==> src/rtl/mdec_dma_pkg.sv <==
// -----------------------------------------------------------------------------
// mdec_dma_pkg
// Shared types for the MDEC DMA channel-0 feeder:
//   - state_t     : feeder control states
//   - count_t     : 17-bit word/block counter type, so a 16-bit field of 0
//                   can stand for 65536
//   - COUNT_65536 : the value that replaces a zero size/count field
//   - expand_count: turns a raw 16-bit field into a count_t
// -----------------------------------------------------------------------------
package mdec_dma_pkg;

   typedef enum logic [2:0] {
      IDLE        = 3'd0,
      WAIT_REQ    = 3'd1,
      XFER        = 3'd2,
      DONE        = 3'd3,
      ABORT_DRAIN = 3'd4
   } state_t;

   typedef logic [16:0] count_t;

   localparam count_t COUNT_65536 = 17'h10000;

   // A 16-bit field of zero means the full 65536.
   function automatic count_t expand_count(input logic [15:0] raw);
      count_t c;
      if (raw == 16'd0) begin
         c = COUNT_65536;
      end else begin
         c = {1'b0, raw};
      end
      return c;
   endfunction

endpackage

==> src/rtl/mdec_dma_wordbuf.sv <==
// -----------------------------------------------------------------------------
// mdec_dma_wordbuf
// Small synchronous word FIFO that holds prefetched memory words until MDEC
// can take them. The head word is available combinationally.
//
// Ports:
//   clk, rst   : clock, asynchronous active-high reset
//   flush      : synchronous clear (wins over push/pop)
//   push       : write push_data at the tail (ignored when full)
//   push_data  : 32-bit word to store
//   pop        : drop the head word (ignored when empty)
//   head       : current head word
//   count      : number of stored words (0..DEPTH)
//   empty      : count == 0
// -----------------------------------------------------------------------------
module mdec_dma_wordbuf #(
   parameter int DEPTH = 4,
   parameter int AW    = 2
) (
   input  logic          clk,
   input  logic          rst,
   input  logic          flush,
   input  logic          push,
   input  logic [31:0]   push_data,
   input  logic          pop,
   output logic [31:0]   head,
   output logic [AW:0]   count,
   output logic          empty
);

   logic [31:0]  mem_r [DEPTH];
   logic [AW-1:0] wr_ptr_r;
   logic [AW-1:0] rd_ptr_r;
   logic [AW:0]   count_r;
   logic          do_push_s;
   logic          do_pop_s;

   assign do_push_s = push && (count_r != (AW+1)'(DEPTH));
   assign do_pop_s  = pop && (count_r != (AW+1)'(0));

   assign head  = mem_r[rd_ptr_r];
   assign count = count_r;
   assign empty = (count_r == (AW+1)'(0));

   // Storage, pointers and occupancy.
   always_ff @(posedge clk or posedge rst) begin
      if (rst) begin
         for (int i = 0; i < DEPTH; i++) begin
            mem_r[i] <= 32'd0;
         end
         wr_ptr_r <= AW'(0);
         rd_ptr_r <= AW'(0);
         count_r  <= (AW+1)'(0);
      end else if (flush) begin
         wr_ptr_r <= AW'(0);
         rd_ptr_r <= AW'(0);
         count_r  <= (AW+1)'(0);
      end else begin
         if (do_push_s) begin
            mem_r[wr_ptr_r] <= push_data;
            wr_ptr_r        <= wr_ptr_r + AW'(1);
         end
         if (do_pop_s) begin
            rd_ptr_r <= rd_ptr_r + AW'(1);
         end
         case ({do_push_s, do_pop_s})
            2'b10:   count_r <= count_r + (AW+1)'(1);
            2'b01:   count_r <= count_r - (AW+1)'(1);
            default: count_r <= count_r;
         endcase
      end
   end

endmodule

==> src/rtl/mdec_dma0_feeder.sv <==
// -----------------------------------------------------------------------------
// mdec_dma0_feeder
// DMA channel-0 style feeder sitting in front of MDEC register 0. Reads words
// from memory in blocks (one read outstanding at a time, prefetching into a
// small buffer) and writes them into MDEC whenever the input FIFO has room.
// Each block starts only after MDEC raises its Data-In Request.
//
// Optional feature macro: MDEC_DMA_ADDR_STEP_EN
//   defined   -> extra input i_addrDec, latched on i_start; 1 = addresses
//                decrement per read instead of incrementing.
//   undefined -> addresses always increment.
//
// Ports:
//   i_clk, i_rst        : clock, asynchronous active-high reset
//   i_start / i_abort   : start pulse (latches config) / cancel pulse
//   i_baseAdr           : first word address
//   i_blockSize         : words per block (0 = 65536)
//   i_blockCount        : number of blocks (0 = 65536)
//   o_busy / o_done     : transfer active / one-cycle completion pulse
//   o_memReq, o_memAdr, i_memAck, i_memValid, i_memData : memory read port
//   i_dmaReq, i_canWrite: MDEC data-in request / input FIFO not full
//   o_regSelect, o_write, o_valueOut : MDEC register write port (reg 0)
// -----------------------------------------------------------------------------
module mdec_dma0_feeder
   import mdec_dma_pkg::*;
#(
   parameter int ADDR_W    = 22,
   parameter int BUF_DEPTH = 4,
   parameter int BUF_AW    = 2
) (
   input  logic              i_clk,
   input  logic              i_rst,
   input  logic              i_start,
   input  logic              i_abort,
   input  logic [ADDR_W-1:0] i_baseAdr,
   input  logic [15:0]       i_blockSize,
   input  logic [15:0]       i_blockCount,
`ifdef MDEC_DMA_ADDR_STEP_EN
   input  logic              i_addrDec,
`endif
   output logic              o_busy,
   output logic              o_done,
   output logic              o_memReq,
   output logic [ADDR_W-1:0] o_memAdr,
   input  logic              i_memAck,
   input  logic              i_memValid,
   input  logic [31:0]       i_memData,
   input  logic              i_dmaReq,
   input  logic              i_canWrite,
   output logic              o_regSelect,
   output logic              o_write,
   output logic [31:0]       o_valueOut
);

   state_t            state_r;
   state_t            next_state_s;
   logic [ADDR_W-1:0] addr_r;
   logic [ADDR_W-1:0] addr_next_s;
   count_t            block_size_r;
   count_t            blocks_left_r;
   count_t            words_issued_r;
   count_t            words_written_r;
   logic              outstanding_r;
`ifdef MDEC_DMA_ADDR_STEP_EN
   logic              dec_r;
`endif

   logic              start_ok_s;
   logic              req_seen_s;
   logic              mem_req_s;
   logic              write_s;
   logic              push_s;
   logic              flush_s;
   logic              block_done_s;
   logic [31:0]       buf_head_s;
   logic [BUF_AW:0]   buf_count_s;
   logic              buf_empty_s;

   mdec_dma_wordbuf #(
      .DEPTH (BUF_DEPTH),
      .AW    (BUF_AW)
   ) u_wordbuf (
      .clk       (i_clk),
      .rst       (i_rst),
      .flush     (flush_s),
      .push      (push_s),
      .push_data (i_memData),
      .pop       (write_s),
      .head      (buf_head_s),
      .count     (buf_count_s),
      .empty     (buf_empty_s)
   );

`ifdef MDEC_DMA_ADDR_STEP_EN
   assign addr_next_s = dec_r ? (addr_r - ADDR_W'(1)) : (addr_r + ADDR_W'(1));
`else
   assign addr_next_s = addr_r + ADDR_W'(1);
`endif

   // Returned data only enters the buffer while transferring; during an
   // abort (including the abort cycle itself) it is thrown away.
   assign push_s = i_memValid && outstanding_r && (state_r == XFER) && !i_abort;

   // Next-state decode plus the memory-request and MDEC-write strobes.
   always_comb begin
      next_state_s = state_r;
      start_ok_s   = 1'b0;
      req_seen_s   = 1'b0;
      mem_req_s    = 1'b0;
      write_s      = 1'b0;
      flush_s      = 1'b0;
      block_done_s = 1'b0;
      case (state_r)
         IDLE: begin
            // Abort wins over a simultaneous start.
            if (i_start && !i_abort) begin
               start_ok_s   = 1'b1;
               next_state_s = WAIT_REQ;
            end else begin
               next_state_s = IDLE;
            end
         end
         WAIT_REQ: begin
            if (i_abort) begin
               flush_s      = 1'b1;
               next_state_s = ABORT_DRAIN;
            end else if (i_dmaReq) begin
               req_seen_s   = 1'b1;
               next_state_s = XFER;
            end else begin
               next_state_s = WAIT_REQ;
            end
         end
         XFER: begin
            if (i_abort) begin
               flush_s      = 1'b1;
               next_state_s = ABORT_DRAIN;
            end else begin
               // With one read in flight at most, the outstanding read is
               // folded into the !outstanding_r term of the room check.
               mem_req_s = !outstanding_r
                           && (buf_count_s < (BUF_AW+1)'(BUF_DEPTH))
                           && (words_issued_r < block_size_r);
               write_s   = !buf_empty_s && i_canWrite;
               if (write_s && ((words_written_r + 17'd1) == block_size_r)) begin
                  block_done_s = 1'b1;
                  if (blocks_left_r == 17'd1) begin
                     next_state_s = DONE;
                  end else begin
                     next_state_s = WAIT_REQ;
                  end
               end else begin
                  next_state_s = XFER;
               end
            end
         end
         DONE: begin
            if (i_abort) begin
               flush_s      = 1'b1;
               next_state_s = ABORT_DRAIN;
            end else begin
               next_state_s = IDLE;
            end
         end
         ABORT_DRAIN: begin
            flush_s = 1'b1;
            // Leave once the in-flight read (if any) has come back.
            if (!outstanding_r || i_memValid) begin
               next_state_s = IDLE;
            end else begin
               next_state_s = ABORT_DRAIN;
            end
         end
         default: begin
            flush_s      = 1'b1;
            next_state_s = IDLE;
         end
      endcase
   end

   // State, address and transfer counters.
   always_ff @(posedge i_clk or posedge i_rst) begin
      if (i_rst) begin
         state_r         <= IDLE;
         addr_r          <= {ADDR_W{1'b0}};
         block_size_r    <= 17'd0;
         blocks_left_r   <= 17'd0;
         words_issued_r  <= 17'd0;
         words_written_r <= 17'd0;
         outstanding_r   <= 1'b0;
`ifdef MDEC_DMA_ADDR_STEP_EN
         dec_r           <= 1'b0;
`endif
      end else begin
         state_r <= next_state_s;
         if (start_ok_s) begin
            addr_r          <= i_baseAdr;
            block_size_r    <= expand_count(i_blockSize);
            blocks_left_r   <= expand_count(i_blockCount);
            words_issued_r  <= 17'd0;
            words_written_r <= 17'd0;
`ifdef MDEC_DMA_ADDR_STEP_EN
            dec_r           <= i_addrDec;
`endif
         end
         if (req_seen_s) begin
            words_issued_r  <= 17'd0;
            words_written_r <= 17'd0;
         end
         if (mem_req_s && i_memAck) begin
            outstanding_r  <= 1'b1;
            addr_r         <= addr_next_s;
            words_issued_r <= words_issued_r + 17'd1;
         end else if (i_memValid) begin
            outstanding_r <= 1'b0;
         end
         if (write_s) begin
            words_written_r <= words_written_r + 17'd1;
         end
         if (block_done_s) begin
            blocks_left_r <= blocks_left_r - 17'd1;
         end
      end
   end

   // MDEC write data is the buffer head in the cycle it is popped.
   always_comb begin
      if (write_s) begin
         o_valueOut = buf_head_s;
      end else begin
         o_valueOut = 32'd0;
      end
   end

   assign o_busy      = (state_r != IDLE);
   assign o_done      = (state_r == DONE) && !i_abort;
   assign o_memReq    = mem_req_s;
   assign o_memAdr    = addr_r;
   assign o_write     = write_s;
   assign o_regSelect = 1'b0;

endmodule

==> config.mk <==
export PLATFORM = sky130hd
export DESIGN_NAME = mdec_dma0_feeder
export DESIGN_NICKNAME = d
export VERILOG_FILES = /design/src/rtl/mdec_dma_pkg.sv /design/src/rtl/mdec_dma_wordbuf.sv /design/src/rtl/mdec_dma0_feeder.sv
export SDC_FILE = /design/constraint.sdc
export NUM_CORES = 1
export LEC_CHECK = 0
export ABC_AREA = 1
export CAP_MARGIN = 20
export CORE_MARGIN = 2
export CORE_UTILIZATION = 50
export CTS_BUF_LIST = sky130_fd_sc_hd__clkbuf_16
export DETAILED_ROUTE_END_ITERATION = 12
export PLACE_DENSITY = 0.8
export REMOVE_ABC_BUFFERS = 1
export SLEW_MARGIN = 20
export SYNTH_ARGS = -nofsm -noshare
export SYNTH_HDL_FRONTEND = slang
export SYNTH_HIERARCHICAL = 1
export SYNTH_SLANG_ARGS = --single-unit
==> constraint.sdc <==
create_clock -name i_clk -period 12.55 [get_ports i_clk]
set_input_delay 3.1375 -clock i_clk [delete_from_list [all_inputs] [get_ports i_clk]]
set_output_delay 3.1375 -clock i_clk [all_outputs]
set_load 0.1 [all_outputs]
# --- Yosys cells after proc, flatten, opt, wreduce, memory -nomap -nowiden ---
# Index checks and enable logic that the tools add are counted.
word_totals:
  output_inout_bits: 59
  wordCells: 120
  input_bits: 94
  reg_bits: 229
op_classes:
  n_eq_ne: 9
  muxes: 48
  addsub: 8
  n_reduce_logical: 33
  magnitude_cmp: 5
  bitwise: 3
ops:
  columns: ["op", "n"]
  rows:
  - ["two-way mux 17 bit", 8]
  - ["bitwise mux 128 bit", 1]
  - ["two-way mux 32 bit", 4]
  - ["binary-select mux 32 bit (select 2 bit)", 1]
  - ["demux 32 bit (select 2 bit)", 1]
  - ["two-way mux 22 bit", 2]
  - ["adder 17 x 1 -> 17 bit (second input constant)", 2]
  - ["logical NOT 16 bit", 2]
  - ["adder 22 x 1 -> 22 bit (second input constant)", 1]
  - ["two-way mux 3 bit", 6]
  - ["equality test 17 x 1 -> 1 bit (second input constant)", 1]
  - ["equality test 17 bit", 1]
  - ["less-than comparator 17 bit", 1]
  - ["subtractor 17 x 1 -> 17 bit (second input constant)", 1]
  - ["two-way mux 1 bit", 16]
  - ["one-hot mux 3 bit (5 select lines)", 1]
  - ["nonzero test 3 bit", 5]
  - ["logical AND 1 bit", 13]
  - ["two-way mux 2 bit", 6]
  - ["nonzero test 2 bit", 5]
  - ["equality test 3 x 2 -> 1 bit (second input constant)", 2]
  - [">= comparator 3 bit (second input constant)", 2]
  - ["logical NOT 3 bit", 2]
  - ["NOT 2 -> 3 bit", 2]
  - ["17 further kinds", 20]

# --- Depth between registers and ports, before layout ---
logic_depth:
  ltp_word: 9
  depth_mapped: 19
  ltp_nobuf: 17

# --- Hierarchy ---
# Netlist, hierarchy kept.
modules_own_cells:
  columns: ["module", "seq_area_each_um2", "n_inst", "area_each_um2", "cells_per_inst"]
  rows:
  - ["mdec_dma0_feeder", 2352.3, 1, 6632.6, 995]
  - ["mdec_dma_wordbuf", 3378.2, 1, 6204.7, 681]

# --- Worst setup path after synthesis ---
# Ideal clock, no wire load.
synth_path:
  kind: "input to output"
  start: "input port i_abort"
  end: "output port o_memReq"
  setup_slack_ns: 3.726
  n_path_buf: 0
  required_time_ns: 9.412
  arrival_time_ns: 5.686
  cell_stages: 4
  cell_sequence: "inv_1 nand2_1 nor3_1 a21boi_0"
synth_via:
  elab_chain_cells: 2
synth_rtl:
  columns: ["item", "line_no", "text"]
  rows:
  - ["start, declared", "mdec_dma0_feeder.sv:34", "input logic i_abort,"]
  - ["two-way mux 1 bit", "mdec_dma0_feeder.sv:135", "if (i_abort) begin"]
  - ["two-way mux 1 bit", "mdec_dma0_feeder.sv:113", "case (state_r)"]
  - ["end, declared", "mdec_dma0_feeder.sv:43", "output logic o_memReq,"]
# Every way passes these cells.

# --- Worst setup path after layout ---
layout_path:
  start: "input port i_abort"
  end: "output port o_valueOut[9]"
layout_via:
  elab_chain_cells: 3
layout_rtl:
  columns: ["item", "line_no", "text"]
  rows:
  - ["two-way mux 1 bit", "mdec_dma0_feeder.sv:135", null]
  - ["two-way mux 1 bit", "mdec_dma0_feeder.sv:113", null]
  - ["two-way mux 32 bit", "mdec_dma0_feeder.sv:228", "if (write_s) begin"]
  - ["end, declared", "mdec_dma0_feeder.sv:52", "output logic [31:0] o_valueOut"]
# Every way passes these cells.

==> results by group <==
Route
  – Ratio of routed vias to standard cells: about 5.4
  – Number of remaining DRC errors: 0
  – Routed vias: roughly 12000
  – Average routed wire per standard cell: 15.1 um
  – Uppermost routed layer: met4
  – Sum of met2 wire segment lengths after detailed routing: roughly 16 mm
  – DRT Pass-1 Iters: 6
  – Routed metal-1 wire length: about 14 mm
  – Metal3 WL: 2.04 mm
  – Final wirelength: between 30 and 40 mm
  – Violation count after the first detailed-route iteration: around 1100
  – Residual antenna-violating net count after detailed routing: 0

Placed design
  – Buffers added on ports: ~150
  – Weighted congestion reported at the end of routability-driven placement: a little under 0.9
  – HPWL after DPL: roughly 21 mm

Setup path
  – Endpoint arrival time on the critical path: roughly 6300 ps
  – Setup slack on the worst flop-to-flop path: about 9200 ps
  – WS Path Type: primary input to output port
  – Capture point of the critical path: o_valueOut[9]
  – Launching element type of the critical path: primary input
  – Maximum fanout along the worst path: 31
  – Worst setup path startpoint: i_abort
  – Critical Path Sink Type: output port
  – R2R depth: 15
  – Required time of the worst setup path: about 9400 ps
  – Terminus of the critical flop-to-flop path: words_issued_r[14]
  – Worst flop-to-flop path startpoint: block_size_r[3]

Timing
  – Number of endpoints failing setup at the final stage: 0
  – Unrepaired setup endpoints after global routing: false
  – Final period util: 74.8%
  – Count of endpoints failing hold in the final timing report: 0
  – Shortest period the worst path allows: 9390 ps
  – Top achievable clock speed: about 110 MHz
  – Max-slew violation count: 0
  – Worst relative slew slack: a little over a quarter
  – Actual transition at the worst max-transition pin: roughly 1100 ps
  – Worst Skew: around 16 ps
  – Total negative setup slack: 0 ps

Final layout
  – Number of nets in the layout: ~1900
  – Layout Utilization: 60.4%
  – Fillcell total: between 2000 and 2500
  – Diodes inserted: 0
  – Share of cells above drive strength 1: about 6.4%
  – Layout Area Growth over Synthesis: 18.5%

Logic synthesis
  – Syn avg cell area: 7.66 um^2
  – Combinational family with the most area after synthesis: simple AND/OR/NAND/NOR gates
  – Post-Synth Adder-Cell Area: 2.59%
  – Synthesized instance count: about 1700
  – Number of distinct standard cells referenced by the synthesized netlist: 44
  – Register area share after synthesis: between 40 and 50%
  – Yosys warns: 6
  – Simple-gate share of the synthesized area: between 20% and 30%
  – Synthesized flop and latch total: approximately 230
  – Area fraction in compound gates after synthesis: between 10 and 15%
  – Number of synthesized flops with an enable pin: 0
  – Mapped cell area: 12800 um^2
  – Async S/R FF share, synth: between 90% and 100%
  – Xor and xnor area share after synthesis: 2.59%
  – Portion of netlist area occupied by mux cells: 0%
  – Most common flop cell mapped by yosys: sky130_fd_sc_hd__dfrtp_1

Clocking
  – TritonCTS clock tree: built
  – Insertion delay of the later-clocked pin in the worst-skew pair: between 500 and 600 ps
  – Number of gates resized after CTS: 0
  – Number of clock buffers inserted by TritonCTS: 26
  – Maximum number of buffers from clock root to sink: 3
  – Clock slew at reported path FFs: about 60 ps
  – Root Driver: sky130_fd_sc_hd__clkbuf_16
  – Post-CTS Hold Buffers: 0
  – Number of setup buffers added after CTS: 0
  – Depth of the CTS H-tree: 1
  – Sink count of the clock tree: approximately 230

Floorplanning
  – I/O pin count: ~150
  – Initial cell density of the core: about half
  – Die boundary height: roughly 160 um
  – Placement row count: 58
  – Die boundary width: ~160 um
  – Area of the core: approximately 25000 um^2
  – Area enclosed by the die boundary: 27000 um^2

Power
  – Power, Total: approximately 2.1 mW
  – PD cells: roughly 140 nW/um^2
  – Maximum VDD drop: about 0.22 mV
  – Pleak: about 7.2 nW

Min path
  – Worst hold path class: flip-flop to flip-flop

GRT
  – Total track usage: 24.4%
  – Pin count of the biggest net entering global routing: about 80
  – Antenna violations before repair: 0
  – Vias in the first global route: roughly 11000
  – Total grt overflow: 0
  – Global-route wire length before repair: about 54 mm

Run status
  – Result of the run: complete, no violations

Flow run
  – Max-Cap Viols: 0
==> area by class of cell <==
type | count | area (um^2) | share of cell area [%]
clock buffers | 26 | 651 | 4.28
clock inverters | 21 | 170 | 1.12
inverters | 195 | 739 | 4.86
multi-input cells | 1183 | 5930 | 38.9
flip-flops and latches | 229 | 5730 | 37.7
well taps | 330 | 413 | 2.71
repair buffers | 161 | 1590 | 10.4
==> worst max-delay path: stages <==
cell and delay, ps:
sky130_fd_sc_hd__clkdlybuf4s50_1 540, sky130_fd_sc_hd__inv_1 160, sky130_fd_sc_hd__nand2_1 130, sky130_fd_sc_hd__nor2_2 130
sky130_fd_sc_hd__clkinv_1 430, sky130_fd_sc_hd__buf_4 420, sky130_fd_sc_hd__nor2_1 130, sky130_fd_sc_hd__clkdlybuf4s50_1 1150
==> report_power, final <==
group          switching [mW]  leakage (nW)  total (mW)  internal [mW]
logic                   0.351          3.67       0.496          0.145
registers              0.0609          3.10       0.854          0.793
clock network           0.310         0.427       0.728          0.419
total                   0.722          7.20        2.08           1.36
==> synth_stat cells, drive strengths merged (2+ instances only) <==
| cell type | number | area [um^2] |
|---|---|---|
| nand3 | 114 | 588 |
| a21boi | 2 | 15.0 |
| xor2 | 27 | 236 |
| a21oi | 10 | 50.1 |
| o21bai | 3 | 22.5 |
| or2 | 2 | 12.5 |
| nand2 | 438 | 1700 |
| nor2 | 182 | 734 |
| o22ai | 42 | 263 |
| clkinv | 2 | 7.51 |
| buf | 35 | 333 |
| inv | 193 | 727 |
| a22oi | 3 | 22.5 |
| nand3b | 2 | 15.0 |
| clkbuf | 34 | 128 |
| o21ai | 266 | 1480 |
| dfrtp | 229 | 5730 |
| xnor2 | 11 | 96.3 |
| nor3 | 17 | 90.1 |
| o211ai | 4 | 30.0 |
| nor4 | 12 | 75.1 |
| ha | 25 | 313 |
| nand4 | 16 | 100 |
==> placed cells by master (no fill, tap or decap), types with 8 or more instances in the layout <==
cell type and instances:
sky130_fd_sc_hd__ha_1 25, sky130_fd_sc_hd__o21ai_1 90, sky130_fd_sc_hd__xor2_1 27, sky130_fd_sc_hd__o22ai_1 42
sky130_fd_sc_hd__dfrtp_1 228, sky130_fd_sc_hd__nor2_1 172, sky130_fd_sc_hd__clkbuf_16 26, sky130_fd_sc_hd__o21ai_2 40
sky130_fd_sc_hd__o21ai_0 136, sky130_fd_sc_hd__nand4_1 16, sky130_fd_sc_hd__inv_1 196, sky130_fd_sc_hd__nor4_1 12
sky130_fd_sc_hd__a21oi_1 10, sky130_fd_sc_hd__nor3_1 15, sky130_fd_sc_hd__clkdlybuf4s50_1 151, sky130_fd_sc_hd__xnor2_1 11
sky130_fd_sc_hd__clkinv_1 8, sky130_fd_sc_hd__buf_4 10, sky130_fd_sc_hd__nand2_1 426, sky130_fd_sc_hd__nand3_1 112
==> kinds of logic after synthesis <==
kind of cell	count (synthesis)
simple gates	784
compound gates	334
buf+inv	264
flops	229
xor+xnor	38
fa+ha+maj	26
other cells	1
==> sequential cells by signal, indices dropped and copies added, names as in the netlist <==
name / cells
u_wordbuf/mem_r: 128
o_memAdr: 22
block_size_r: 17
blocks_left_r: 17
words_issued_r: 17
words_written_r: 17
state_r: 3
u_wordbuf/count: 3
u_wordbuf/rd_ptr_r: 2
u_wordbuf/wr_ptr_r: 2
outstanding_r: 1
==> through the flow <==
step | hold slack, ps | instance area (um^2) | setup slack, ps | cells
floorplan | 442 | 12400 | 840 | 1607
global placement | 459 | 14400 | 3270 | 2098
detailed placement | 463 | 14400 | 3190 | 2098
CTS | 477 | 15200 | 3200 | 2145
global route | 491 | 15200 | 2970 | 2145
finish | 472 | 15200 | 3160 | 2145
==> layer usage <==
metal,up-vias,global-route usage (%)
li1,5680,-
met1,5514,32.6
met2,420,41.1
met3,73,3.33
met4,0,7.74
met5,-,0
==> how the worst min path moves through the flow <==
stage                   startpoint                  end  depth (start not counted)
4_1_cts        u_wordbuf/mem_r[54]  u_wordbuf/mem_r[54]                          2
5_1_grt        u_wordbuf/mem_r[88]  u_wordbuf/mem_r[88]                          2
2_1_floorplan    blocks_left_r[14]    blocks_left_r[14]                          2
3_3_place_gp   u_wordbuf/mem_r[85]  u_wordbuf/mem_r[85]                          2
6_report         blocks_left_r[14]    blocks_left_r[14]                          2
3_5_place_dp     blocks_left_r[14]    blocks_left_r[14]                          2
No activity file was read; power rests on OpenSTA's default activity.
